--- config.mk ---
export PLATFORM = sky130hd
export DESIGN_NAME = regfile_wport_arbiter
export DESIGN_NICKNAME = d
export VERILOG_FILES = /design/src/rtl/regfile_wport_arbiter_pkg.sv /design/src/rtl/regfile_wport_arbiter_scoreboard.sv /design/src/rtl/regfile_wport_arbiter.sv
export SDC_FILE = /design/constraint.sdc
export NUM_CORES = 1
export LEC_CHECK = 0
export CAP_MARGIN = 20
export CORE_MARGIN = 3
export CORE_UTILIZATION = 37
export DETAILED_ROUTE_END_ITERATION = 12
export PLACE_DENSITY = 0.75
export SLEW_MARGIN = 0
export SYNTH_ARGS = -nofsm -noshare
export SYNTH_HDL_FRONTEND = slang
export SYNTH_SLANG_ARGS = --single-unit
--- constraint.sdc ---
create_clock -name clk -period 2.9 [get_ports clk]
set_clock_uncertainty 0.1 [all_clocks]
set_input_delay 0.725 -clock clk [delete_from_list [all_inputs] [get_ports clk]]
set_output_delay 0.725 -clock clk [all_outputs]
set_load 0.05 [all_outputs]
--- src/rtl/regfile_wport_arbiter_pkg.sv ---
// Shared register-file definitions for the write-port arbiter and its scoreboard.
package cpu_defs;

  localparam int REG_ADDR_W = 5;
  localparam int DATA_W     = 32;
  localparam int NUM_REGS   = 32;

  typedef logic [REG_ADDR_W-1:0] reg_addr_t;
  typedef logic [DATA_W-1:0]     data_t;

  localparam reg_addr_t ZERO_REG = 5'd0;

  typedef enum logic [1:0] {
    GNT_NONE = 2'd0,
    GNT_WBU  = 2'd1,
    GNT_MCU  = 2'd2
  } grant_e;

endpackage

--- src/rtl/regfile_wport_arbiter_scoreboard.sv ---
// Pending-write scoreboard: one busy bit per register, operand hazard lookup
// and a sticky protocol-violation flag.
module regfile_scoreboard
  import cpu_defs::*;
(
  input  logic                clk,
  input  logic                rst,
  input  logic                set_en,
  input  reg_addr_t           set_addr,
  input  logic                clr_en,
  input  reg_addr_t           clr_addr,
  input  logic                wb_acc,
  input  reg_addr_t           wb_addr,
  input  reg_addr_t           rd_a_addr,
  input  reg_addr_t           rd_b_addr,
  output logic                hazard_a,
  output logic                hazard_b,
  output logic [NUM_REGS-1:0] busy_vec,
  output logic                sb_err
);

  logic [NUM_REGS-1:0] busy_q;
  logic [NUM_REGS-1:0] busy_d;
  logic                sb_err_q;
  logic                sb_err_d;
  logic                set_nz;
  logic                same_reg_clr;

  assign set_nz       = set_en && (set_addr != ZERO_REG);
  assign same_reg_clr = clr_en && (clr_addr == set_addr);

  // Set is applied after clear so a back-to-back issue keeps the bit busy.
  generate
    for (genvar gi = 0; gi < NUM_REGS; gi++) begin : g_busy
      if (gi == 0) begin : g_zero
        assign busy_d[gi] = 1'b0;
      end else begin : g_reg
        logic set_hit;
        logic clr_hit;
        assign set_hit    = set_nz && (set_addr == reg_addr_t'(gi));
        assign clr_hit    = clr_en && (clr_addr == reg_addr_t'(gi));
        assign busy_d[gi] = set_hit ? 1'b1 : (clr_hit ? 1'b0 : busy_q[gi]);
      end
    end
  endgenerate

  always_comb begin
    sb_err_d = sb_err_q;
    if (set_nz && busy_q[set_addr] && !same_reg_clr)
      sb_err_d = 1'b1;
    if (clr_en && (clr_addr != ZERO_REG) && !busy_q[clr_addr])
      sb_err_d = 1'b1;
    if (wb_acc && busy_q[wb_addr])
      sb_err_d = 1'b1;
  end

  always_ff @(posedge clk) begin
    if (rst) begin
      busy_q   <= '0;
      sb_err_q <= 1'b0;
    end else begin
      busy_q   <= busy_d;
      sb_err_q <= sb_err_d;
    end
  end

  assign hazard_a = !rst && busy_q[rd_a_addr];
  assign hazard_b = !rst && busy_q[rd_b_addr];
  assign busy_vec = busy_q;
  assign sb_err   = sb_err_q;

endmodule

--- src/rtl/regfile_wport_arbiter.sv ---
// Single register-file write port shared by WBU and MCU, with a starvation
// counter that eventually gives the MCU priority.
module regfile_wport_arbiter
  import cpu_defs::*;
#(
  parameter int MAX_WAIT = 4,
  parameter int CNT_W    = 4
) (
  input  logic                  clk,
  input  logic                  rst,
  input  logic                  wb_we,
  input  logic [REG_ADDR_W-1:0] wb_addr,
  input  logic [DATA_W-1:0]     wb_data,
  output logic                  wb_stall,
  input  logic                  mc_issue,
  input  logic [REG_ADDR_W-1:0] mc_issue_addr,
  input  logic                  mc_valid,
  input  logic [REG_ADDR_W-1:0] mc_addr,
  input  logic [DATA_W-1:0]     mc_data,
  output logic                  mc_ready,
  input  logic [REG_ADDR_W-1:0] rd_a_addr,
  input  logic [REG_ADDR_W-1:0] rd_b_addr,
  output logic                  hazard_a,
  output logic                  hazard_b,
  output logic                  rf_we,
  output logic [REG_ADDR_W-1:0] rf_waddr,
  output logic [DATA_W-1:0]     rf_wdata,
  output logic [NUM_REGS-1:0]   busy_vec,
  output logic                  sb_err
);

  localparam logic [CNT_W-1:0] WAIT_MAX = CNT_W'(MAX_WAIT);

  logic [CNT_W-1:0] wait_cnt_q;
  logic [CNT_W-1:0] wait_cnt_d;
  logic             mc_prio_q;
  logic             mc_prio_d;
  logic             wb_acc;
  grant_e           gnt;

  assign mc_ready = !rst && mc_valid && (mc_prio_q || !wb_we);
  assign wb_stall = !rst && mc_prio_q && wb_we && mc_valid;
  assign wb_acc   = !rst && wb_we && !wb_stall;

  // The two accept terms are mutually exclusive, so MCU-first ordering is only
  // a tie-break for readability.
  always_comb begin
    gnt = GNT_NONE;
    if (mc_ready)
      gnt = GNT_MCU;
    else if (wb_acc)
      gnt = GNT_WBU;
  end

  always_comb begin
    rf_we    = 1'b0;
    rf_waddr = ZERO_REG;
    rf_wdata = '0;
    case (gnt)
      GNT_MCU: begin
        rf_waddr = mc_addr;
        rf_wdata = mc_data;
        rf_we    = (mc_addr != ZERO_REG);
      end
      GNT_WBU: begin
        rf_waddr = wb_addr;
        rf_wdata = wb_data;
        rf_we    = (wb_addr != ZERO_REG);
      end
      default: ;
    endcase
  end

  // Priority is raised together with the count reaching its limit so the MCU
  // wins on the very next cycle.
  always_comb begin
    wait_cnt_d = wait_cnt_q;
    mc_prio_d  = mc_prio_q;
    if (mc_ready) begin
      wait_cnt_d = '0;
      mc_prio_d  = 1'b0;
    end else if (mc_valid) begin
      if (wait_cnt_q < WAIT_MAX)
        wait_cnt_d = wait_cnt_q + CNT_W'(1);
      if (wait_cnt_d == WAIT_MAX)
        mc_prio_d = 1'b1;
    end
  end

  always_ff @(posedge clk) begin
    if (rst) begin
      wait_cnt_q <= '0;
      mc_prio_q  <= 1'b0;
    end else begin
      wait_cnt_q <= wait_cnt_d;
      mc_prio_q  <= mc_prio_d;
    end
  end

  regfile_scoreboard u_sb (
    .clk       (clk),
    .rst       (rst),
    .set_en    (mc_issue),
    .set_addr  (mc_issue_addr),
    .clr_en    (mc_ready),
    .clr_addr  (mc_addr),
    .wb_acc    (wb_acc),
    .wb_addr   (wb_addr),
    .rd_a_addr (rd_a_addr),
    .rd_b_addr (rd_b_addr),
    .hazard_a  (hazard_a),
    .hazard_b  (hazard_b),
    .busy_vec  (busy_vec),
    .sb_err    (sb_err)
  );

endmodule

==> qor.yml, run 1 <==
min_delay_path_depth: 1
syn_nets: 469
layout_commonest_cell: "sky130_fd_sc_hd__clkdlybuf4s50_1"
grt_start_max_net_pins: 41
synthesis.instances: 374
root_buffer: "sky130_fd_sc_hd__clkbuf_8"
power_switching_uw: 614
synthFlopType: "sky130_fd_sc_hd__dfxtp_1"
timing_max_transition_violations_final: 0
clock_latency_ps: 300
global_route_wire_length_before_repair_um: 25300
netlist.top_cell.by_area: "sky130_fd_sc_hd__mux4_2"
ffs_w_async_s_r_synth_pct: 0
reg2reg_from: "mc_prio_q"
cts_tree: "done"
vias_in_the_first_global_route: 4344
totalPowerFinal_mw: 1.73
synth_area_um2: 3330
count_of_buffers_inserted_at_the_top_level_ports: 167
die_ar_um2: 10200
grt.overflow.total: 0
drt-wirelength-per-cell_um: 24.9
synth_top_cells_by_area: "sky130_fd_sc_hd__mux4_2 25%, sky130_fd_sc_hd__dfxtp_1 22%, sky130_fd_sc_hd__a22o_1 9.7%, sky130_fd_sc_hd__nand2_1 6.2%, sky130_fd_sc_hd__a21oi_1 5.3%"
cts.reportedPaths.clkPinSlew_ps: 80
power.internal_mw: 1.11
detailed_place_hpwl_um: 12800
failing_checks: "negative setup slack"
die_height_um: 101
switching_share_pct: 35.6
initial_core_util_pct: 39.3
power_frac_clock_pct: 21.5
p_comb_share_pct: 47.6
max-vdd-ir-drop_mv: 0.239
cap_viol_max_count: 0
hold-path-endpoint: "wait_cnt_q[3]"
dr_total_vias: 4438
syn2layout_area_growth_pct: 95.7
crit_path_required_time_ps: 2080
max_freq_mhz: 328
dp_worst_setup_slack_ps: -762
fin_nets: 682
synth-seq-area-share_pct: 22.3
r2r_end: "u_sb.sb_err"
finalHoldViolCount: 0
ctsHtreeMaxLevel: 2
synthDominantCellAreaShare_pct: 25.0
setup.reg_to_reg.worst_slack_ps: 370
tightest_slew_ps: 596
post_cts_hold_buffer_count: 0
cts_max_path_buffers: 2
core_outline_area_um2: 8460
worst_hold_path_type: "reg2reg"
setup_viol: 2
die_width_um: 101
criticalPathCategory: "in2out"
pwr_density_cell_nw_per_um2: 265
placed_cells_incl_taps: 676
power.sequential.fraction_pct: 30.9
most_frequent_cells_in_the_layout: "113 x sky130_fd_sc_hd__clkdlybuf4s50_1, 62 x sky130_fd_sc_hd__buf_4, 54 x sky130_fd_sc_hd__nand2_1"
post_drt_via_cell_ratio: 6.40
finalWirelength_um: 17200
antenna-diode-count: 0
post_synth_num_cell_types: 41
worstSetupEndpointType: "primary output"
critPathLaunchType: "input pin"
mean_post_synth_cell_area_um2: 8.90
final_min_period_over_clock_period_pct: 105
max_slew_margin_pct: 60.0
drtIter0Drc: 832
instances_no_fill: 693
fin_setup_tns_ps: -276
number_of_i_o_pins: 169
tritoncts_num_sinks: 37
grt.total_usage_pct: 32.6
cp_data_arrival_time_ps: 2230
place.gp.congestion: 1.03
drive_gt1_share_pct: 37.8
synth-edff-count: 0
placementRows: 33
synthesized_flop_and_latch_total: 37
timing.reg2reg.worst_path_depth: 9
fin_ws_ps: -151
grt_antenna_before_repair: 0
layout.cell_area.non_filler_um2: 6510
hold_path_startpoint: "wait_cnt_q[3]"
place_area_um2: 5990
cts_made_buffers: 5
detail-route-antenna-nets: 0
status: "complete, but fails checks"
rsz_0062_raised_after_global_routing: "true"
drt_pass1_iterations: 5
detail_route.drc_violations: 0
leakagePower_nw: 2.53
critical_path.max_fanout: 8
yosys_warnings: 0
finalCriticalPeriod_ps: 3050
[worst max-delay path by stage]
stage | endpoint | slack (ps) | from
after global routing | hazard_a | -190 | rd_a_addr[0]
after detailed placement | hazard_a | -760 | rd_a_addr[0]
final | hazard_a | -150 | rd_a_addr[0]
after floorplan | hazard_a | -60 | rd_a_addr[0]
after CTS | hazard_a | -260 | rd_a_addr[0]
after global placement | hazard_a | -710 | rd_a_addr[0]
[state kept, by name, summed over array words and instances (netlist names)]
register and cells:
wait_cnt_q 4, u_sb.sb_err 1, mc_prio_q 1, u_sb.busy_vec 31
[per-layer routing]
metal	wire length [um]	vias up	share of wire (%)	global-route usage, %
li1	-	1860	-	-
met1	6120	2110	35	44.1
met2	8490	393	49	53.5
met3	2110	75	12	6.78
met4	516	0	3.0	7.98
met5	0	-	0	0
[logic make-up (layout without fill, tap and decap cells)]
family                     Yosys count  count (layout)  synth area share, %
DFF                                 37              37                 22.3
AOI/OAI and AO/OA                  115             115                 22.3
xor gates and xnor gates             6               6                 1.58
muxes                               53              53                 30.5
and+or+nand+nor                    125             125                 18.4
adders and majority gates            1               1                0.376
buffers and inverters               36             250                 4.51
other                                1               1                0.113
[cell type report]
type,instances,area (um2)
Sequential cell,37,741
Multi-Input combinational cell,301,2770
Tap cell,105,131
Timing Repair Buffer,241,2790
Inverter,1,3.75
Clock inverter,3,17.5
Fill cell,540,1950
Clock buffer,5,68.8
[Yosys cell counts (2+ instances only)]
cell	instances
sky130_fd_sc_hd__o21ai_0	32
sky130_fd_sc_hd__a22o_1	37
sky130_fd_sc_hd__mux4_2	37
sky130_fd_sc_hd__a21oi_1	35
sky130_fd_sc_hd__dfxtp_1	37
sky130_fd_sc_hd__nor3_1	8
sky130_fd_sc_hd__a211oi_1	2
sky130_fd_sc_hd__nand4_1	4
sky130_fd_sc_hd__nor2b_1	8
sky130_fd_sc_hd__buf_4	2
sky130_fd_sc_hd__a311oi_1	2
sky130_fd_sc_hd__or2_2	5
sky130_fd_sc_hd__nor2_1	15
sky130_fd_sc_hd__xnor2_1	6
sky130_fd_sc_hd__nand2b_1	10
sky130_fd_sc_hd__mux2i_1	12
sky130_fd_sc_hd__nor3b_1	5
sky130_fd_sc_hd__nand2_1	55
sky130_fd_sc_hd__clkbuf_1	23
sky130_fd_sc_hd__nand3b_1	4
sky130_fd_sc_hd__buf_1	4
sky130_fd_sc_hd__mux2_2	3
sky130_fd_sc_hd__nand3_1	4
sky130_fd_sc_hd__buf_2	6
sky130_fd_sc_hd__o21ai_1	2
[power by group through the flow]
stage	clock network, mW	logic, mW	registers [mW]
floorplan	0	0.325	0.565
global placement	0	0.735	0.543
detailed placement	0	0.745	0.544
CTS	0.366	0.785	0.532
global route	0.383	0.849	0.534
finish	0.372	0.821	0.533
[critical path: stages]
cell and delay (ps):
sky130_fd_sc_hd__buf_12 100, sky130_fd_sc_hd__mux4_2 480, sky130_fd_sc_hd__mux4_2 490, sky130_fd_sc_hd__mux2i_2 210, sky130_fd_sc_hd__nor2_4 50, sky130_fd_sc_hd__buf_8 160
[stage by stage]
stage | utilization, % | hold slack, ps
final | 76.9 | 409
after global routing | 76.9 | 440
after CTS | 75.1 | 380
after detailed placement | 70.8 | 369
after global placement | 70.8 | 362
after floorplan | - | 358
[timing repair]
item,4_1_cts,5_1_grt
pin swaps,3,3
resized for setup,48,41
endpoints found under the setup margin,41,39
buffers inserted,7,1
gates cloned,3,0
(Power assumes the default switching activity.)
==> run 2: changes to the inputs <==
- clock period: 2.9 -> 2.5 ns (I/O delays scaled with it)
==> run 2 against run 1 <==
Compared with the run above: design area up 2.7%; first-iteration DRC count down 20%; largest power group unchanged; the flow still finishes with violations (negative setup slack); global-route usage up 0.98 points; non-clock buffer count up 18; combinational power up 18%; clock-buffer cell count up 1.
==> qor.yml, run 2 (synthesis gave the netlist of run 1 again) <==
grt_util_met2_pct: 55.6
top_usage_layer: "met2"
finalWirelength_um: 17500
dp_worst_setup_slack_ps: -1010
grt_antenna_before_repair: 0
setup_viol: 40
grt_start_max_net_pins: 41
place.gp.congestion: 0.999
rsz_0062_raised_after_global_routing: "true"
dr_total_vias: 4499
drive_gt1_share_pct: 40.6
groute.layer.met1.usage_pct: 45.1
multiInputGateArea_um2: 2770
drt-wirelength-per-cell_um: 24.6
power.internal_mw: 1.43
drt_pass1_iterations: 6
ctsHtreeMaxLevel: 2
grt.total_usage_pct: 33.6
number_of_i_o_pins: 169
grt.overflow.total: 0
detail-route-antenna-nets: 0
place_area_um2: 6240
leakagePower_nw: 2.63
worst_hold_path_type: "reg2reg"
cp_data_arrival_time_ps: 2170
syn2layout_area_growth_pct: 101
antenna-diode-count: 0
tightest_slew_ps: 517
failing_checks: "negative setup slack"
finalCriticalPeriod_ps: 2900
global_route_wire_length_before_repair_um: 25900
placementRows: 33
timing_max_transition_violations_final: 0
critPathLaunchType: "input pin"
switching_share_pct: 33.4
layout_commonest_cell: "sky130_fd_sc_hd__clkdlybuf4s50_1"
clock_latency_ps: 290
most_frequent_cells_in_the_layout: "107 x sky130_fd_sc_hd__clkdlybuf4s50_1, 80 x sky130_fd_sc_hd__buf_4, 53 x sky130_fd_sc_hd__nand2_1"
fin_nets: 700
power_frac_clock_pct: 26.1
cts_made_buffers: 5
die_ar_um2: 10200
cts.reportedPaths.clkPinSlew_ps: 70
tritoncts_num_sinks: 37
met3_track_usage_gr_pct: 6.71
die_height_um: 101
cap_viol_max_count: 0
status: "complete, but fails checks"
post_cts_hold_buffer_count: 0
timing.reg2reg.worst_path_depth: 7
detailed_place_hpwl_um: 13000
drtIter0Drc: 665
crit_path_required_time_ps: 1770
min_delay_path_depth: 1
detail_route.drc_violations: 0
post_drt_via_cell_ratio: 6.33
power_switching_uw: 715
initial_core_util_pct: 39.3
fin_ws_ps: -397
fin_util_pct: 79.0
max_freq_mhz: 345
seq_area_um2: 741
criticalPathCategory: "in2out"
max-vdd-ir-drop_mv: 0.197
core_outline_area_um2: 8460
largest_reg_flops: 31
power.sequential.fraction_pct: 28.7
layout.filler_cells: 530
worstSetupEndpointType: "primary output"
root_buffer: "sky130_fd_sc_hd__clkbuf_8"
critical_path.max_fanout: 6
p_comb_share_pct: 45.2
pwr_density_cell_nw_per_um2: 320
final_min_period_over_clock_period_pct: 116
vias_in_the_first_global_route: 4569
max_slew_margin_pct: 65.4
finalHoldViolCount: 0
cts_tree: "done"
layout.cell_area.non_filler_um2: 6690
count_of_buffers_inserted_at_the_top_level_ports: 167
cts_max_path_buffers: 2
die_width_um: 101
-- run 2: changes by cell type in the layout (fill, tap and decap cells not counted), sizes merged --
| cell | change |
|---|---|
| bufinv | +1 |
| clkdlybuf4s15 | +2 |
| buf | +19 |
| dlygate4sd2 | +6 |
| bufbuf | -2 |
| clkinv | -2 |
| clkdlybuf4s50 | -6 |
-- run 2: critical path: stages --
cell                      delay (ps)
sky130_fd_sc_hd__buf_12          100
sky130_fd_sc_hd__mux4_2          490
sky130_fd_sc_hd__mux4_2          510
sky130_fd_sc_hd__mux2i_2         240
sky130_fd_sc_hd__nor2_4           50
sky130_fd_sc_hd__buf_6           160
-- run 2: what timing repair did --
action                                  4_1_cts  5_1_grt
pin swaps                                    12        1
buffers inserted                              7        0
cloned                                        2        1
resized for setup                            58       27
endpoints found under the setup margin       68       41
-- run 2: per-stage QoR --
step                TNS, ps  power [mW]  hold slack (ps)  instances
floorplan              -565        1.05              358        374
global placement     -28350        1.51              361        695
detailed placement   -30070        1.53              370        695
CTS                   -2480        2.11              381        712
global route          -5330        2.19              392        711
finish                -3500        2.14              383        711
-- run 2: path summary, 6_finish.rpt --
path                                        start            end  slack (ps)
worst max register to register  u_sb.busy_vec[23]    u_sb.sb_err         150
worst min register to register      wait_cnt_q[3]  wait_cnt_q[3]         380
worst max-delay path                 rd_b_addr[0]       hazard_b        -400
worst min-delay path                wait_cnt_q[3]  wait_cnt_q[3]         380
-- run 2: power groups by stage --
| stage | clock [mW] | sequential [mW] | combinational [mW] |
|---|---|---|---|
| global route | 0.574 | 0.615 | 1.01 |
| floorplan | 0 | 0.656 | 0.393 |
| finish | 0.559 | 0.615 | 0.969 |
| detailed placement | 0 | 0.627 | 0.899 |
| CTS | 0.558 | 0.613 | 0.938 |
| global placement | 0 | 0.626 | 0.885 |
-- run 2: cell type report --
cell class	count	area share (%)
clock inverter	2	0.561
multi-input combinational	301	41.4
inverter	1	0.0561
clock buffer	6	1.23
tap	105	1.96
sequential	37	11.1
timing repair buffer	259	43.7
-- run 2: per-layer routing --
layer	vias up	part of all wire, %
li1	1903	-
met1	2122	37
met2	397	48
met3	77	11
met4	0	3.5
met5	-	0
==> run 3: changes to the inputs <==
- CORE_UTILIZATION: 37 -> 41
- PLACE_DENSITY: 0.75 -> 0.79
- SYNTH_HIERARCHICAL: not set -> 1
- clock period: 2.5 -> 3.15 ns (I/O delays scaled with it)
==> run 3 against run 2 <==
Compared with the run above: the run still ends with negative setup slack left; clock-buffer cell count rose by 1; combinational power down 29%; wire length shrank 9.6%; largest cell class is now multi-input combinational cells; design area shrank 12%; cell count is 8.6% lower; sequential power fell by 20%; clock power is 38% lower; utilization fell by 4.1 points.
==> qor.yml, run 3 <==
synth-seq-area-share_pct: 21.8
failing_checks: "negative setup slack"
global_route_wire_length_before_repair_um: 24000
synth-edff-count: 0
worstPathBufferInverterCount: 2
criticalPathCategory: "in2out"
reg2reg_from: "mc_prio_q"
detailed_place_hpwl_um: 12000
setup_viol: 1
length_of_routed_met3_wiring_um: 2260
detail_route.drc_violations: 0
tritoncts_num_sinks: 37
cts.reportedPaths.clkPinSlew_ps: 70
syn2layout_area_growth_pct: 73.8
synthDominantCellAreaShare_pct: 25.2
status: "complete, but fails checks"
max-vdd-ir-drop_mv: 0.206
synth_top_cells_by_area: "sky130_fd_sc_hd__mux4_2 25%, sky130_fd_sc_hd__dfxtp_1 22%, sky130_fd_sc_hd__a22o_1 10%, sky130_fd_sc_hd__nand2_1 5.2%, sky130_fd_sc_hd__mux2i_1 4.7%"
instances_no_fill: 650
cpMostUsedCell: "sky130_fd_sc_hd__mux4_2"
worst_hold_slack_ps: 364
pwr_density_cell_nw_per_um2: 257
tightest_slew_ps: 633
vias_in_the_first_global_route: 4099
count_of_buffers_inserted_at_the_top_level_ports: 167
die_height_um: 97.1
final_min_period_over_clock_period_pct: 100
synthesis.instances: 371
cts_made_buffers: 5
crit_path_required_time_ps: 2260
finalHoldViolCount: 0
critical_path.max_fanout: 8
drt_pass1_iterations: 5
synthesized_flop_and_latch_total: 37
dp_worst_setup_slack_ps: -562
placed_cells_incl_taps: 642
ffs_w_async_s_r_synth_pct: 0
path_cells: "buf_12 -> mux4_2 -> mux4_2 -> mux2i_2 -> nor2_2 -> buf_6"
finalWirelength_um: 15800
worst_hold_path_type: "reg2reg"
initial_core_util_pct: 43.1
worstSetupEndpointType: "primary output"
synthFlopType: "sky130_fd_sc_hd__dfxtp_1"
synth_area_um2: 3400
antenna-diode-count: 0
place_area_um2: 5770
yosys_warnings: 6
mean_post_synth_cell_area_um2: 9.17
top_layer: "met4"
post_cts_hold_buffer_count: 0
drive_gt1_share_pct: 25.9
fin_ws_ps: -4.09
grt.overflow.total: 0
drtIter0Drc: 751
number_of_i_o_pins: 169
critPathLaunchType: "input pin"
detail-route-antenna-nets: 0
layout.filler_cells: 523
grt.total_usage_pct: 31.8
drt-wirelength-per-cell_um: 24.4
max_slew_margin_pct: 57.7
hold_path_startpoint: "wait_cnt_q[3]"
ctsHtreeMaxLevel: 2
clock_latency_ps: 290
cap_viol_max_count: 0
layout_commonest_cell: "sky130_fd_sc_hd__clkdlybuf4s50_1"
cts_tree: "done"
cp_data_arrival_time_ps: 2270
cts_max_path_buffers: 2
die_ar_um2: 9420
leakagePower_nw: 2.22
fin_setup_tns_ps: -4.09
post_synth_most_frequent_cells: "47 x sky130_fd_sc_hd__nand2_1, 40 x sky130_fd_sc_hd__a22o_1, 38 x sky130_fd_sc_hd__mux4_2"
netlist.top_cell.by_area: "sky130_fd_sc_hd__mux4_2"
post_drt_via_cell_ratio: 6.58
grt_start_max_net_pins: 40
dr_total_vias: 4277
critical-path-slowest-cell: "sky130_fd_sc_hd__mux4_2"
largest_stage_delay_on_the_critical_path_ps: 510
grt_antenna_before_repair: 0
met2_wirelength_um: 7200
layout.cell_area.non_filler_um2: 5910
post_synth_num_cell_types: 50
fin_nets: 643
die_width_um: 97.1
root_buffer: "sky130_fd_sc_hd__clkbuf_8"
timing_max_transition_violations_final: 0
core_outline_area_um2: 7890
rsz_0062_raised_after_global_routing: "true"
syn_nets: 466
placementRows: 32
met1Wirelength_um: 5780
place.gp.congestion: 0.991
synthMostInstantiatedCell: "sky130_fd_sc_hd__nand2_1"
worstSetupStartpoint: "rd_b_addr[0]"
largest_reg_flops: 31
max_freq_mhz: 317
path_delay_family: "multiplexers"
most_frequent_cells_in_the_layout: "118 x sky130_fd_sc_hd__clkdlybuf4s50_1, 47 x sky130_fd_sc_hd__nand2_1, 46 x sky130_fd_sc_hd__buf_12"
finalCriticalPeriod_ps: 3150
-- run 3: worst min-delay path: stages (launching register included) --
cell	delay, ps
sky130_fd_sc_hd__dfxtp_1	330
sky130_fd_sc_hd__inv_1	50
sky130_fd_sc_hd__nor2_1	40
-- run 3: cell families after synthesis --
kind of cell,synth area share (%)
AOI/OAI and AO/OA,23.8
buffers and inverters,5.96
muxes,30.5
DFF,21.8
other,0.110
xor gates and xnor gates,1.55
adders and majority gates,0.368
and+or+nand+nor,15.9
-- run 3: final timing paths --
kind / endpoint / slack (ps) / cells after the start
worst min-delay path: wait_cnt_q[3] / 360 / 2
worst max-delay path: hazard_b / -4 / 6
worst max register to register: u_sb/busy_vec[30] / 1000 / 7
worst min register to register: wait_cnt_q[3] / 360 / 2
-- run 3: metal layers --
layer,global-route usage [%],up-vias
li1,-,1780
met1,43.0,1975
met2,52.6,438
met3,7.54,84
met4,5.83,0
met5,0,-
-- run 3: stage by stage --
| stage | util (%) | power [mW] |
|---|---|---|
| after detailed placement | 73.1 | 1.17 |
| after CTS | 74.7 | 1.51 |
| after global placement | 73.1 | 1.16 |
| after floorplan | - | 0.814 |
| final | 74.9 | 1.52 |
| after global routing | 74.9 | 1.56 |
-- run 3: power breakdown --
group | internal, mW | switching (mW)
clock | 0.174 | 0.170
sequential | 0.476 | 0.0143
combinational | 0.344 | 0.341
-- run 3: timing repair --
item	4_1_cts	5_1_grt
pin swaps	1	1
setup buffers	0	1
gates resized for setup	30	6
setup endpoints to repair	5	40
cloned	2	0
-- run 3: cell type report --
type                    count  area (um2)  area share, %
clock buffers               7        86.3           1.46
inverters                   7        26.3          0.445
multi-input cells         294        2510           42.5
flip-flops and latches     37         741           12.5
well taps                 102         128           2.16
repair buffers            203        2420           40.9
==> RTL edit, RTL diff (flow settings as in run 2) <==
Put a register stage on the output `sb_err`, with the module's reset. The value now appears one clock later. The other outputs are not delayed to match.
--- a/src/rtl/regfile_wport_arbiter.sv
+++ b/src/rtl/regfile_wport_arbiter.sv
@@ -32,2 +32,4 @@
   localparam logic [CNT_W-1:0] WAIT_MAX = CNT_W'(MAX_WAIT);
+
+  logic sb_err_c;
 
@@ -113,4 +115,12 @@
     .busy_vec  (busy_vec),
-    .sb_err    (sb_err)
+    .sb_err    (sb_err_c)
   );
+
+  always_ff @(posedge clk) begin
+    if (rst) begin
+      sb_err <= '0;
+    end else begin
+      sb_err <= sb_err_c;
+    end
+  end
 
Formal check against the unedited RTL: not equivalent (a bounded check fails within 4 cycles, from zero or initial values and one cycle with rst high).
==> RTL edit against run 2 <==
  * Design area increased by 1.5%
  * Area after synthesis rose by 1.1%
  * Sequential power is 3% higher
  * Maximum frequency up 0.12%
  * Power down 3.1%
  * Hold slack gained 0.015 ns
  * Synthesized cell count is 2.9% lower
  * Largest power group unchanged
  * The run still ends with negative setup slack left
  * Cell count is 1.1% lower
  * Die area grew 1.1%
  * Largest cell class unchanged
  * Setup slack better by 0.0036 ns
  * Wire length increased by 0.54%
  * Sequential cell count increased by 1
  * Highest routed layer unchanged
  * Clock power shrank 18%
==> RTL edit: results (changes against run 2) <==
Outcome
  • Status: finished, violations left (unchanged)
  • Violated checks: negative setup slack (unchanged)

Yosys
  • Sequential share of the synthesized area: 0.226 (was 0.223)
  • Synth unique cells: 45 (was 41)
  • Synth Flop Type: dfxtp_1 (unchanged)
  • Post-synth ARST share: 0 (unchanged)
  • Top post-synthesis cells by area: mux4_2, dfxtp_1, a22o_1, a21oi_1, nand2_1 (was mux4_2, dfxtp_1, a22o_1, nand2_1, a21oi_1)
  • YS warnings: 0 (unchanged)
  • Synth top cells by count: nand2_1, dfxtp_1, mux4_2 (was nand2_1, a22o_1, dfxtp_1, mux4_2, a21oi_1)
  • Syn_nets: 458 (was 469)

Worst setup path
  • Critical Path Fanout Max: 7 (was 6)
  • Worst reg2reg path startpoint: u_sb.busy_vec[29] (was u_sb.busy_vec[23])
  • Worst path max stage delay: approximately 0.50 ns
  • CP startpoint: rd_b_addr[0] (unchanged)

STA
  • Post-Route Setup TNS: -0.773 ns (was -3.50 ns)
  • Slew @ Worst Pin: 0.529 ns (was 0.517 ns)
  • Final setup vio count: 2 (was 40)
  • Final worst setup slack: -0.393 ns (was -0.397 ns)
  • Final Max Tran Viols: 0 (unchanged)

Route
  • 1st-iter DRT viols: 583 (was 665)
  • Met1 WL: 6460 um (was 6540 um)
  • DR WL met2: 8310 um (was 8430 um)
  • Metal3 WL: 2380 um (was 1940 um)
  • Pre-antenna DRT Iters: 5 (was 6)
  • Total wire length: 17600 um (was 17500 um)
  • Via count: 4451 (was 4499)

Global route
  • GR Overflow Total: 0 (unchanged)
  • GR Util All Layers: 0.333 (was 0.336)
  • Vias in the first global route: 4309 (was 4569)
  • Pin count of the biggest net entering global routing: 42 (was 41)
  • First-pass GRT wire length: 25800 um (was 25900 um)
  • Initial antenna violation count: 1 (was 0)

Cells and area
  • # fillers: 536 (was 530)
  • Total Nets Final: 688 (was 700)
  • Fraction of layout cells with a size suffix above 1: 0.418 (was 0.406)
  • Max reg flops: 31 (unchanged)

Placement
  • Placer's final routability congestion estimate: 1.05 (was 0.999)
  • DP Worst Slack: -1.01 ns (about the same)
  • Post-DP HPWL: 13500 um (was 13000 um)

CTS
  • Number of buffers created by CTS: 5 (unchanged)
  • Worst-skew pair later-pin latency: 0.30 ns
  • Clk slew on worst S/H paths: roughly 0.080 ns

Power
  • Max VDD drop: 0.313 mV (was 0.197 mV)
  • Leak: 0.00272 uW (was 0.00263 uW)

Min path
  • Worst Hold Class: reg2reg (unchanged)
## RTL edit: layout make-up
type,instances,area [um^2],share of cell area
Inverter,3,11.3,0.00166
Multi-Input combinational cell,286,2860,0.421
Sequential cell,38,762,0.112
Clock inverter,2,12.5,0.00184
Tap cell,108,135,0.0199
Antenna cell,1,2.50,0.000369
Timing Repair Buffer,259,2920,0.431
Clock buffer,6,82.6,0.0122
## RTL edit: worst paths after layout
kind	endpoint	slack, ns	cells past startpoint
min reg2reg	wait_cnt_q[3]	0.40	1
max	hazard_b	-0.39	6
min	wait_cnt_q[3]	0.40	1
max reg2reg	u_sb.sb_err	0.31	6
## RTL edit: per-stage QoR
stage | cells | instance area (um^2) | hold WS, ns | power [uW]
floorplan | 363 | 3900 | 0.336 | 1110
global placement | 687 | 6480 | 0.350 | 1560
detailed placement | 687 | 6480 | 0.359 | 1580
CTS | 702 | 6770 | 0.371 | 2060
global route | 703 | 6790 | 0.413 | 2140
finish | 703 | 6790 | 0.398 | 2080
## RTL edit: cell families after synthesis
group           count (synthesis)  share of synthesized area
mux                            57                      0.322
flops                          38                      0.226
other cells                     1                    0.00111
compound gates                114                      0.226
fa+ha+maj                       1                    0.00372
buf+inv                        39                     0.0450
xor+xnor                        6                     0.0156
simple gates                  107                      0.161
## RTL edit: timing repair
action / in CTS / in global routing
resized for setup: 53 / 20
gates cloned: 4 / 0
pin swaps: 7 / 3
setup buffers: 3 / 2
endpoints found under the hold margin: 0 / 0
setup endpoints to repair: 43 / 39
hold buffers: 0 / 0
## RTL edit: worst max-delay path: cells and delay by family
family	cells	cell delay, ns
buffers and inverters	2	0.26
AND/OR/NAND/NOR	1	0.04
multiplexers	3	1.23
## RTL edit: power breakdown
part           leakage [uW]  total, uW  internal, uW  switching (uW)
sequential         0.000308        632           618            14.4
clock             0.0000472        459           222             237
combinational       0.00236        987           519             468
total               0.00272       2080          1360             719
## RTL edit: metal layers
layer  track usage  vias up
li1              -     1885
met1         0.427     2110
met2         0.541      404
met3         0.105       52
met4        0.0992        0
met5             0        -
